**src/rtl/alu_input_pkg.sv**
```systemverilog
// Shared encodings for the ALU input sequencer: sequence states, button indices, mode values.
package alu_input_pkg;

    typedef enum logic [1:0] {
        S_A   = 2'd0,
        S_B   = 2'd1,
        S_OP  = 2'd2,
        S_RES = 2'd3
    } seq_state_t;

    localparam int BTN_A  = 0;
    localparam int BTN_B  = 1;
    localparam int BTN_OP = 2;

    localparam logic MODE_FREE = 1'b0;
    localparam logic MODE_SEQ  = 1'b1;

    // Same-cycle presses resolve to a single winner, lowest index first.
    function automatic logic [2:0] btn_priority(input logic [2:0] press);
        if (press[BTN_A])       return 3'b001;
        else if (press[BTN_B])  return 3'b010;
        else if (press[BTN_OP]) return 3'b100;
        else                    return 3'b000;
    endfunction

endpackage

```
**src/rtl/btn_debounce.sv**
```systemverilog
// One button: 2-FF synchroniser, stable-count debounce, one-cycle pulse on the accepted rising level.
module btn_debounce #(
    parameter int DEBOUNCE_CYCLES = 1000
)(
    input  logic clk,
    input  logic rst_n,
    input  logic i_btn,
    output logic o_press
);

    localparam int             CW      = $clog2(DEBOUNCE_CYCLES) + 1;
    localparam logic [CW-1:0]  CNT_MAX = CW'(DEBOUNCE_CYCLES - 1);

    logic [1:0]    r_sync;
    logic          r_level;
    logic [CW-1:0] r_cnt;
    logic          r_press;

    always_ff @(posedge clk) begin
        if (!rst_n) begin
            r_sync  <= 2'b00;
            r_level <= 1'b0;
            r_cnt   <= '0;
            r_press <= 1'b0;
        end else begin
            r_sync  <= {r_sync[0], i_btn};
            r_press <= 1'b0;
            if (r_sync[1] != r_level) begin
                if (r_cnt == CNT_MAX) begin
                    r_level <= r_sync[1];
                    r_cnt   <= '0;
                    r_press <= r_sync[1];
                end else begin
                    r_cnt <= r_cnt + CW'(1);
                end
            end else begin
                r_cnt <= '0;
            end
        end
    end

    assign o_press = r_press;

endmodule

```
**src/rtl/alu_input_sequencer.sv**
```systemverilog
// Button/switch front end for an external ALU: operand/opcode capture, free or guided A->B->OP entry.
// Build option ALU_SEQ_TIMEOUT_EN adds a per-step idle timeout (TIMEOUT_CYCLES) in sequenced mode.
//   state | meaning
//   S_A   | waiting for operand A (also the only state in free mode)
//   S_B   | waiting for operand B
//   S_OP  | waiting for opcode
//   S_RES | result captured, valid; a new A restarts the sequence
module alu_input_sequencer
    import alu_input_pkg::*;
#(
    parameter int NB_DATA         = 8,
    parameter int NB_OP           = 6,
    parameter int DEBOUNCE_CYCLES = 1000,
    parameter int TIMEOUT_CYCLES  = 50000000
)(
    input  logic               clk,
    input  logic               rst_n,
    input  logic [2:0]         i_btn,
    input  logic [NB_DATA-1:0] i_sw_data,
    input  logic               i_mode,
    input  logic [NB_DATA-1:0] i_alu_result,
    input  logic               i_alu_carry,
    input  logic               i_alu_zero,
    output logic [NB_DATA-1:0] o_a,
    output logic [NB_DATA-1:0] o_b,
    output logic [NB_OP-1:0]   o_op,
    output logic [NB_DATA-1:0] o_leds_result,
    output logic               o_carry,
    output logic               o_zero,
    output logic               o_result_valid,
    output logic [1:0]         o_state
);

    if (NB_OP > NB_DATA || DEBOUNCE_CYCLES < 1 || TIMEOUT_CYCLES < 1) begin : g_param_err
        $error("alu_input_sequencer: illegal parameter combination");
    end

    logic [2:0]         w_press;
    logic [2:0]         w_win;
    logic               w_mode_chg;
    seq_state_t         r_state;
    seq_state_t         w_state_next;
    logic               r_mode;
    logic [2:0]         r_mask;
    logic               r_cap_pend;
    logic               w_cap_next;
    logic               w_load_a;
    logic               w_load_b;
    logic               w_load_op;
    logic               w_clr_valid;
    logic [NB_DATA-1:0] r_a;
    logic [NB_DATA-1:0] r_b;
    logic [NB_OP-1:0]   r_op;
    logic [NB_DATA-1:0] r_res;
    logic               r_carry;
    logic               r_zero;
    logic               r_valid;

    for (genvar gi = 0; gi < 3; gi++) begin : g_btn
        btn_debounce #(.DEBOUNCE_CYCLES(DEBOUNCE_CYCLES)) u_btn (
            .clk     (clk),
            .rst_n   (rst_n),
            .i_btn   (i_btn[gi]),
            .o_press (w_press[gi])
        );
    end

    assign w_win      = btn_priority(w_press);
    assign w_mode_chg = (i_mode != r_mode);

`ifdef ALU_SEQ_TIMEOUT_EN
    localparam int               TMO_W   = $clog2(TIMEOUT_CYCLES + 1);
    localparam logic [TMO_W-1:0] TMO_MAX = TMO_W'(TIMEOUT_CYCLES - 1);
    logic [TMO_W-1:0] r_tmo;
    logic             w_tmo_run;
`endif

    always_comb begin
        w_state_next = r_state;
        w_cap_next   = 1'b0;
        w_load_a     = 1'b0;
        w_load_b     = 1'b0;
        w_load_op    = 1'b0;
        w_clr_valid  = 1'b0;
        if (w_mode_chg) begin
            w_state_next = S_A;
        end else if (r_mode == MODE_FREE) begin
            w_load_a     = w_win[BTN_A];
            w_load_b     = w_win[BTN_B];
            w_load_op    = w_win[BTN_OP];
            w_cap_next   = |w_win;
            w_state_next = S_A;
        end else begin
            case (r_state)
                S_A:   if (w_win[BTN_A])  begin w_load_a  = 1'b1; w_state_next = S_B;   end
                S_B:   if (w_win[BTN_B])  begin w_load_b  = 1'b1; w_state_next = S_OP;  end
                S_OP:  if (w_win[BTN_OP]) begin w_load_op = 1'b1; w_state_next = S_RES; w_cap_next = 1'b1; end
                S_RES: if (w_win[BTN_A])  begin w_load_a  = 1'b1; w_state_next = S_B;   w_clr_valid = 1'b1; end
                default: w_state_next = S_A;
            endcase
        end
`ifdef ALU_SEQ_TIMEOUT_EN
        // Counter only runs while parked in S_B/S_OP; any transition reloads it.
        w_tmo_run = !w_mode_chg && (r_mode == MODE_SEQ) && (r_state == S_B || r_state == S_OP)
                    && (w_state_next == r_state);
        if (w_tmo_run && r_tmo == '0) begin
            w_state_next = S_A;
        end
`endif
    end

`ifdef ALU_SEQ_TIMEOUT_EN
    always_ff @(posedge clk) begin
        if (!rst_n) begin
            r_tmo <= TMO_MAX;
        end else if (w_tmo_run && r_tmo != '0) begin
            r_tmo <= r_tmo - TMO_W'(1);
        end else begin
            r_tmo <= TMO_MAX;
        end
    end
`endif

    always_ff @(posedge clk) begin
        if (!rst_n) begin
            r_state    <= S_A;
            r_mode     <= MODE_FREE;
            r_mask     <= 3'b000;
            r_cap_pend <= 1'b0;
            r_a        <= '0;
            r_b        <= '0;
            r_op       <= '0;
            r_res      <= '0;
            r_carry    <= 1'b0;
            r_zero     <= 1'b0;
            r_valid    <= 1'b0;
        end else begin
            r_mode     <= i_mode;
            r_state    <= w_state_next;
            r_cap_pend <= w_cap_next;
            if (w_load_a)  r_a  <= i_sw_data;
            if (w_load_b)  r_b  <= i_sw_data;
            if (w_load_op) r_op <= i_sw_data[NB_OP-1:0];
            if (w_mode_chg) r_mask <= 3'b000;
            else            r_mask <= r_mask | {w_load_op, w_load_b, w_load_a};
            // The ALU sees the new operands one cycle after the load, so capture lags by one.
            if (r_cap_pend) begin
                r_res   <= i_alu_result;
                r_carry <= i_alu_carry;
                r_zero  <= i_alu_zero;
            end
            if (w_mode_chg || w_clr_valid) r_valid <= 1'b0;
            else if (r_cap_pend)           r_valid <= (r_mode == MODE_FREE) ? (r_mask == 3'b111) : 1'b1;
        end
    end

    assign o_a            = r_a;
    assign o_b            = r_b;
    assign o_op           = r_op;
    assign o_leds_result  = r_res;
    assign o_carry        = r_carry;
    assign o_zero         = r_zero;
    assign o_result_valid = r_valid;
    assign o_state        = r_state;

endmodule

```
**config.mk**
```make
export PLATFORM = sky130hd
export DESIGN_NAME = alu_input_sequencer
export DESIGN_NICKNAME = d
export VERILOG_FILES = /design/src/rtl/alu_input_pkg.sv /design/src/rtl/btn_debounce.sv /design/src/rtl/alu_input_sequencer.sv
export SDC_FILE = /design/constraint.sdc
export NUM_CORES = 1
export LEC_CHECK = 0
export ABC_AREA = 1
export CORE_ASPECT_RATIO = 0.9
export CORE_MARGIN = 3
export CORE_UTILIZATION = 52
export CTS_CLUSTER_SIZE = 10
export DETAILED_ROUTE_END_ITERATION = 8
export HOLD_SLACK_MARGIN = 0.15
export PLACE_DENSITY = 0.79
export SYNTH_ARGS = -nofsm -noshare
export SYNTH_HDL_FRONTEND = slang
export SYNTH_SLANG_ARGS = --single-unit
```
**constraint.sdc**
```tcl
create_clock -name clk -period 1.8 [get_ports clk]
set_input_delay 0.54 -clock clk [delete_from_list [all_inputs] [get_ports clk]]
set_output_delay 0.54 -clock clk [all_outputs]
set_load 0.01 [all_outputs]
```
* Yosys cells after proc, flatten, opt, wreduce, memory -nomap -nowiden
Index checks and enable logic that the tools add are counted.
Storage, ports and cells: register bits after elaboration 85, input bits 24, output and inout port bits 35, word-level logic and storage cells 87
Cells by class: $add $sub $neg 3, equal/unequal tests 14, multiplexer cells 24, bitwise operators 6, reduce and logical (&&, ||, !) cells 17
Operators with widths (count):
- $add 11x1->11 const B | 3
- $eq 11x10->1 const B | 3
- $mux 1 | 17
- $reduce_or 3->1 | 5
- $reduce_and 3->1 | 4
- $mux 3 | 3
- $mux 2 | 3
- $pmux 2 s3 | 1
- $reduce_and 2->1 | 3
- $reduce_or 2->1 | 3
- $not 1->1 | 5
- $eq 2x2->1 const B | 2
- $ne 1x1->1 | 4
- $ne 2x2->1 const B | 2
- $eq 3x3->1 const B | 1
- $or 3x3->3 | 1
- $eq 2x1->1 const B | 1
- $logic_not 2->1 | 1
- $ne 2x1->1 const B | 1
- $logic_or 1x1->1 | 1

* Logic depth before layout (Yosys ltp)
Gate-level depths: netlist of run 1.
word-level depth 9, gate-level depth with buffers 8, gate-level depth less buffers 8

* By module
Synthesis of run 1 repeated with hierarchy kept, for this count alone.
Unflattened totals: cell total of the unflattened synthesis 483, area, all modules 3588.4 um^2
By module, submodules not included:
- alu_input_sequencer | instances 1, cells an instance 233, area each 1647.8 um^2, seq. area each 800.8 um^2
- btn_debounce (g_btn[0].u_btn ...) | instances 2, cells an instance 83, area each 646.9 um^2, seq. area each 300.3 um^2
- btn_debounce (g_btn[2].u_btn) | instances 1, cells an instance 84, area each 646.9 um^2, seq. area each 300.3 um^2

* Worst setup path after synthesis of run 1
Ideal clock, no wire load.
kind reg-to-reg, from reg r_state[0] (netlist: o_state[0]), to reg r_a[0] (netlist: o_a[0]), library setup time 116 ps, data arrival time 1322 ps, required time 1684 ps, path slack 362 ps, stages on the path, launching flop included 8, buffers on the path 0, clock period less this slack 1438 ps, cell sequence dfxtp_1 inv_1 ha_1 inv_1 a21oi_1 nand2_2 o21ai_0 nor2_1
On the way: longest elaborated chain between the ends 5, elaborated cells on any way between the ends 6, classes of those cells 1 x eq/ne; 3 x mux; 2 x reduce/logical
RTL lines:
- start: declaration | line alu_input_sequencer.sv:41 | seq_state_t r_state;
- start signal: assignment | line alu_input_sequencer.sv:139 | r_state <= w_state_next;
- $eq 2x2->1 / $logic_not 2->1 (equally long branches) | line alu_input_sequencer.sv:94 | case (r_state)
- $reduce_or 2->1 (no source line) (*)
- $mux 1 (*)
- $mux 1 (*) | line alu_input_sequencer.sv:87 | end else if (r_mode == MODE_FREE) begin
- $mux 1 (*) | line alu_input_sequencer.sv:85 | if (w_mode_chg) begin
- end signal: assignment | line alu_input_sequencer.sv:141 | if (w_load_a) r_a <= i_sw_data;
- end: declaration | line alu_input_sequencer.sv:51 | logic [NB_DATA-1:0] r_a;
Mark *: on every way between the ends. The rest lies on a longest branch, timed or not. A chain may end at the register's enable or synchronous reset.

* Worst setup path in the final report of run 1
from reg r_b[3] (netlist: o_b[3]), to out o_b[3]
RTL lines:
- start: declaration | line alu_input_sequencer.sv:52 | logic [NB_DATA-1:0] r_b;
- start signal: assignment | line alu_input_sequencer.sv:142 | if (w_load_b) r_b <= i_sw_data;
- end: declaration | line alu_input_sequencer.sv:25 | output logic [NB_DATA-1:0] o_b,
No word-level cell between the ends.

==> results of run 1 <==
-- synth_stat cells (6+ instances only) --
master / n
nor2_1: 119
dfxtp_1: 85
nand2_1: 72
inv_1: 41
o21ai_0: 38
a21oi_1: 17
nand3_1: 16
xor2_1: 9
nand4_1: 8
nor3_1: 7
ha_1: 6
-- final cells by class --
type,count,area share
Sequential cell,85,0.3987
Inverter,46,0.04159
Clock buffer,13,0.03720
Clock inverter,3,0.004687
Tap cell,87,0.02548
Multi-Input combinational cell,308,0.3377
Timing Repair Buffer,61,0.1547
-- flip-flops by register name, summed over array words and instances, names as in the netlist, 3 cells and up --
name	cells
g_btn.u_btn.o_press	3
o_b	8
r_mask	3
g_btn.u_btn.r_cnt	33
o_a	8
o_leds_result	8
g_btn.u_btn.r_level	3
g_btn.u_btn.r_sync	6
o_op	6
-- repair_timing --
item / CTS / global route
endpoints found under the setup margin: 6 / 27
hold endpoints to repair: 0 / 0
pin swaps: 0 / 0
resized for setup: 7 / 27
hold buffers: 0 / 0
-- metal layers --
layer	part of all wire	track usage
met1	0.46	0.2408
met5	0	0
met2	0.46	0.3309
met4	0.0080	0.04518
met3	0.063	0.07790
-- power by group through the flow --
stage                     Combinational [uW]  Sequential [uW]  Clock (uW)
after CTS                                120             1900        1250
after global routing                     132             1900        1320
after floorplan                         48.8             1940           0
final                                    120             1900        1210
after detailed placement                 118             1940           0
after global placement                   117             1940           0
-- cell families (layout without fill, tap and decap cells) --
| logic type | after synthesis | after routing | synth area share |
|---|---|---|---|
| AND/OR/NAND/NOR | 230 | 230 | 0.2786 |
| adder cells (fa/ha/maj) | 6 | 6 | 0.02229 |
| flip-flops | 85 | 85 | 0.5052 |
| XOR/XNOR | 15 | 15 | 0.04124 |
| AO/OA/AOI/OAI | 57 | 57 | 0.08618 |
| buffers and inverters | 55 | 123 | 0.06649 |
-- through the flow --
step | power (uW) | setup WS (ns) | hold WS (ns)
after detailed placement | 2058 | -0.09029 | 0.4028
after floorplan | 1987 | 0.3623 | 0.3905
after global routing | 3348 | 0.002090 | 0.4316
after global placement | 2056 | -0.02113 | 0.4027
final | 3228 | 0.04734 | 0.4274
after CTS | 3261 | 0.002624 | 0.4216
-- worst max path at each step --
stage / from / to
2_1_floorplan: o_state[0] / o_a[0]
3_3_place_gp: i_mode / o_a[2]
3_5_place_dp: i_mode / o_a[4]
4_1_cts: o_op[1] / o_op[1]
5_1_grt: o_a[5] / o_a[5]
6_report: o_b[3] / o_b[3]
==> flow_summary.ini, run 1 <==
[status]
status = finished, final reports clean

[die]
dieArea_sq_mm = 0.007480
die_h_microns = 82.35
start_util = 0.5448
num_rows = 27
core-area_sq_mm = 0.006182
ios = 59
die_w_microns = 90.84

[worst_setup_path]
cp-start-kind = flop
critPathCaptureType = output port
cp_slowest_cell = clkdlybuf4s50_1
ff2ff_path_depth = 7
slowest_delay_ns = 0.54
path_depth = 1
required_ns = 1.26
crit_family = buffers and inverters
cp_max_fo = 2
arrival_ns = 1.21
worst-setup-path-type = reg -> out
cp_cell_sequence = clkdlybuf4s50_1
path_buf_inv = 1
timing.rr.end = o_a[4]
r2r_start = o_state[0]
r2r_slack_ns = 0.19

[drt]
drt_iter0_drc = 130
firstDrtPassIters = 4
wire_per_inst_microns = 11.82
drcViolationCount = 0
ant_nets = 0
vias = 2935
wl_microns = 7126
drt-vias-per-instance = 4.867

[yosys]
yosysTopAreaCell = dfxtp_1
synth-edff-count = 0
ys_warn_count = 0
synthTopCellsByArea = dfxtp_1 51%, nor2_1 13%, nand2_1 8.0%, o21ai_0 5.6%, inv_1 4.6%
yosysUniqueCellTypes = 24
async_flop_share = 0
syn_nets = 478
syn_avg_cell_area_sq_um = 7.518
synth_cells = 448
ys_ff_latch = 85
ys.flop_type = dfxtp_1
synth_seq_area_share = 0.5052
yosys.area.top_type_share = 0.5052
syn_area_sq_mm = 0.003368

[place]
dp_hpwl_microns = 5155
finalWeightedCongestion = 0.8055
placed_area_sq_mm = 0.004034
dp.cells = 587
io_buffer_count = 58

[clocking]
cts_max_level = 3
clkTransAtPathRegs_ns = 0.08
cts_setup_buffers = 0
clk-insertion-delay-late_ns = 0.34
cts.sinks = 85
cts_tree = built
clockRootBuffer = clkbuf_8
numCtsBuffers = 9
ctsLongestPathBuffers = 2

[pwr]
power.switching_uw = 700.2
p_comb_frac = 0.037
power_density_mw_per_mm2 = 755.7
clockPowerShare = 0.376
ir_drop_v = 0.0005286
seq_power_share = 0.587
power.internal_uw = 2528
p_leak_uw = 0.002118
switching_share = 0.2169

[layout]
final_nets = 541
antennaDiodeCount = 0
utilization = 0.6910
multiInputGateArea_sq_mm = 0.001443
area_growth_syn_to_layout_pct = 26.82
drive_above_1_share = 0.05814
final-seq-area_sq_mm = 0.001703
n_fill_cell = 520
mostFrequentLayoutCells = 119 x nor2_1, 84 x dfxtp_1, 72 x nand2_1
design_area_sq_mm = 0.004272
final_common_cell = nor2_1
layoutNonFillerInstCount = 603

[global_routing]
grt_max_degree = 25
grt.total_usage = 0.1966
grt_first_pass_wirelength_microns = 11900
first_global_vias = 2805
gr-total-overflow = 0
antenna_found_initial = 0

[sta]
rsz0062_at_grt = false
finalCritPeriodShare = 0.9737
max_freq_ghz = 0.5706
worstMarginPinSlew_ns = 0.3995
skew_ns = 0.01128
finalCriticalPeriod_ns = 1.753
setup_viol = 0
tns_ns = 0
relSlewSlack = 0.7333
final-hold-violation-count = 0
report.final.slew_viol_count = 0

[min_path]
hold_depth = 2
hold_path_startpoint = g_btn[1].u_btn.r_sync[0]
hold-path-endpoint = g_btn[1].u_btn.r_sync[1]
worstHoldPathType = reg -> reg

[job]
maxCapViolCount = 0
Note: power is estimated with default switching activity, not from simulation.
==> run 2: changes to the inputs <==
--- a/config.mk
+++ b/config.mk
@@ -6,6 +6,7 @@
 export NUM_CORES = 1
 export LEC_CHECK = 0
 export ABC_AREA = 1
+export CAP_MARGIN = 40
 export CORE_ASPECT_RATIO = 0.9
 export CORE_MARGIN = 3
 export CORE_UTILIZATION = 52
==> results of run 2 <==
The final DEF is identical to that of run 1; final timing and power are the same.
==> run 3: changes to the inputs <==
--- a/config.mk
+++ b/config.mk
@@ -6,6 +6,7 @@
 export NUM_CORES = 1
 export LEC_CHECK = 0
 export ABC_AREA = 1
+export ABC_CLOCK_PERIOD_IN_PS = 1800
 export CAP_MARGIN = 40
 export CORE_ASPECT_RATIO = 0.9
 export CORE_MARGIN = 3
==> results of run 3 <==
The final DEF is identical to that of run 1; final timing and power are the same.
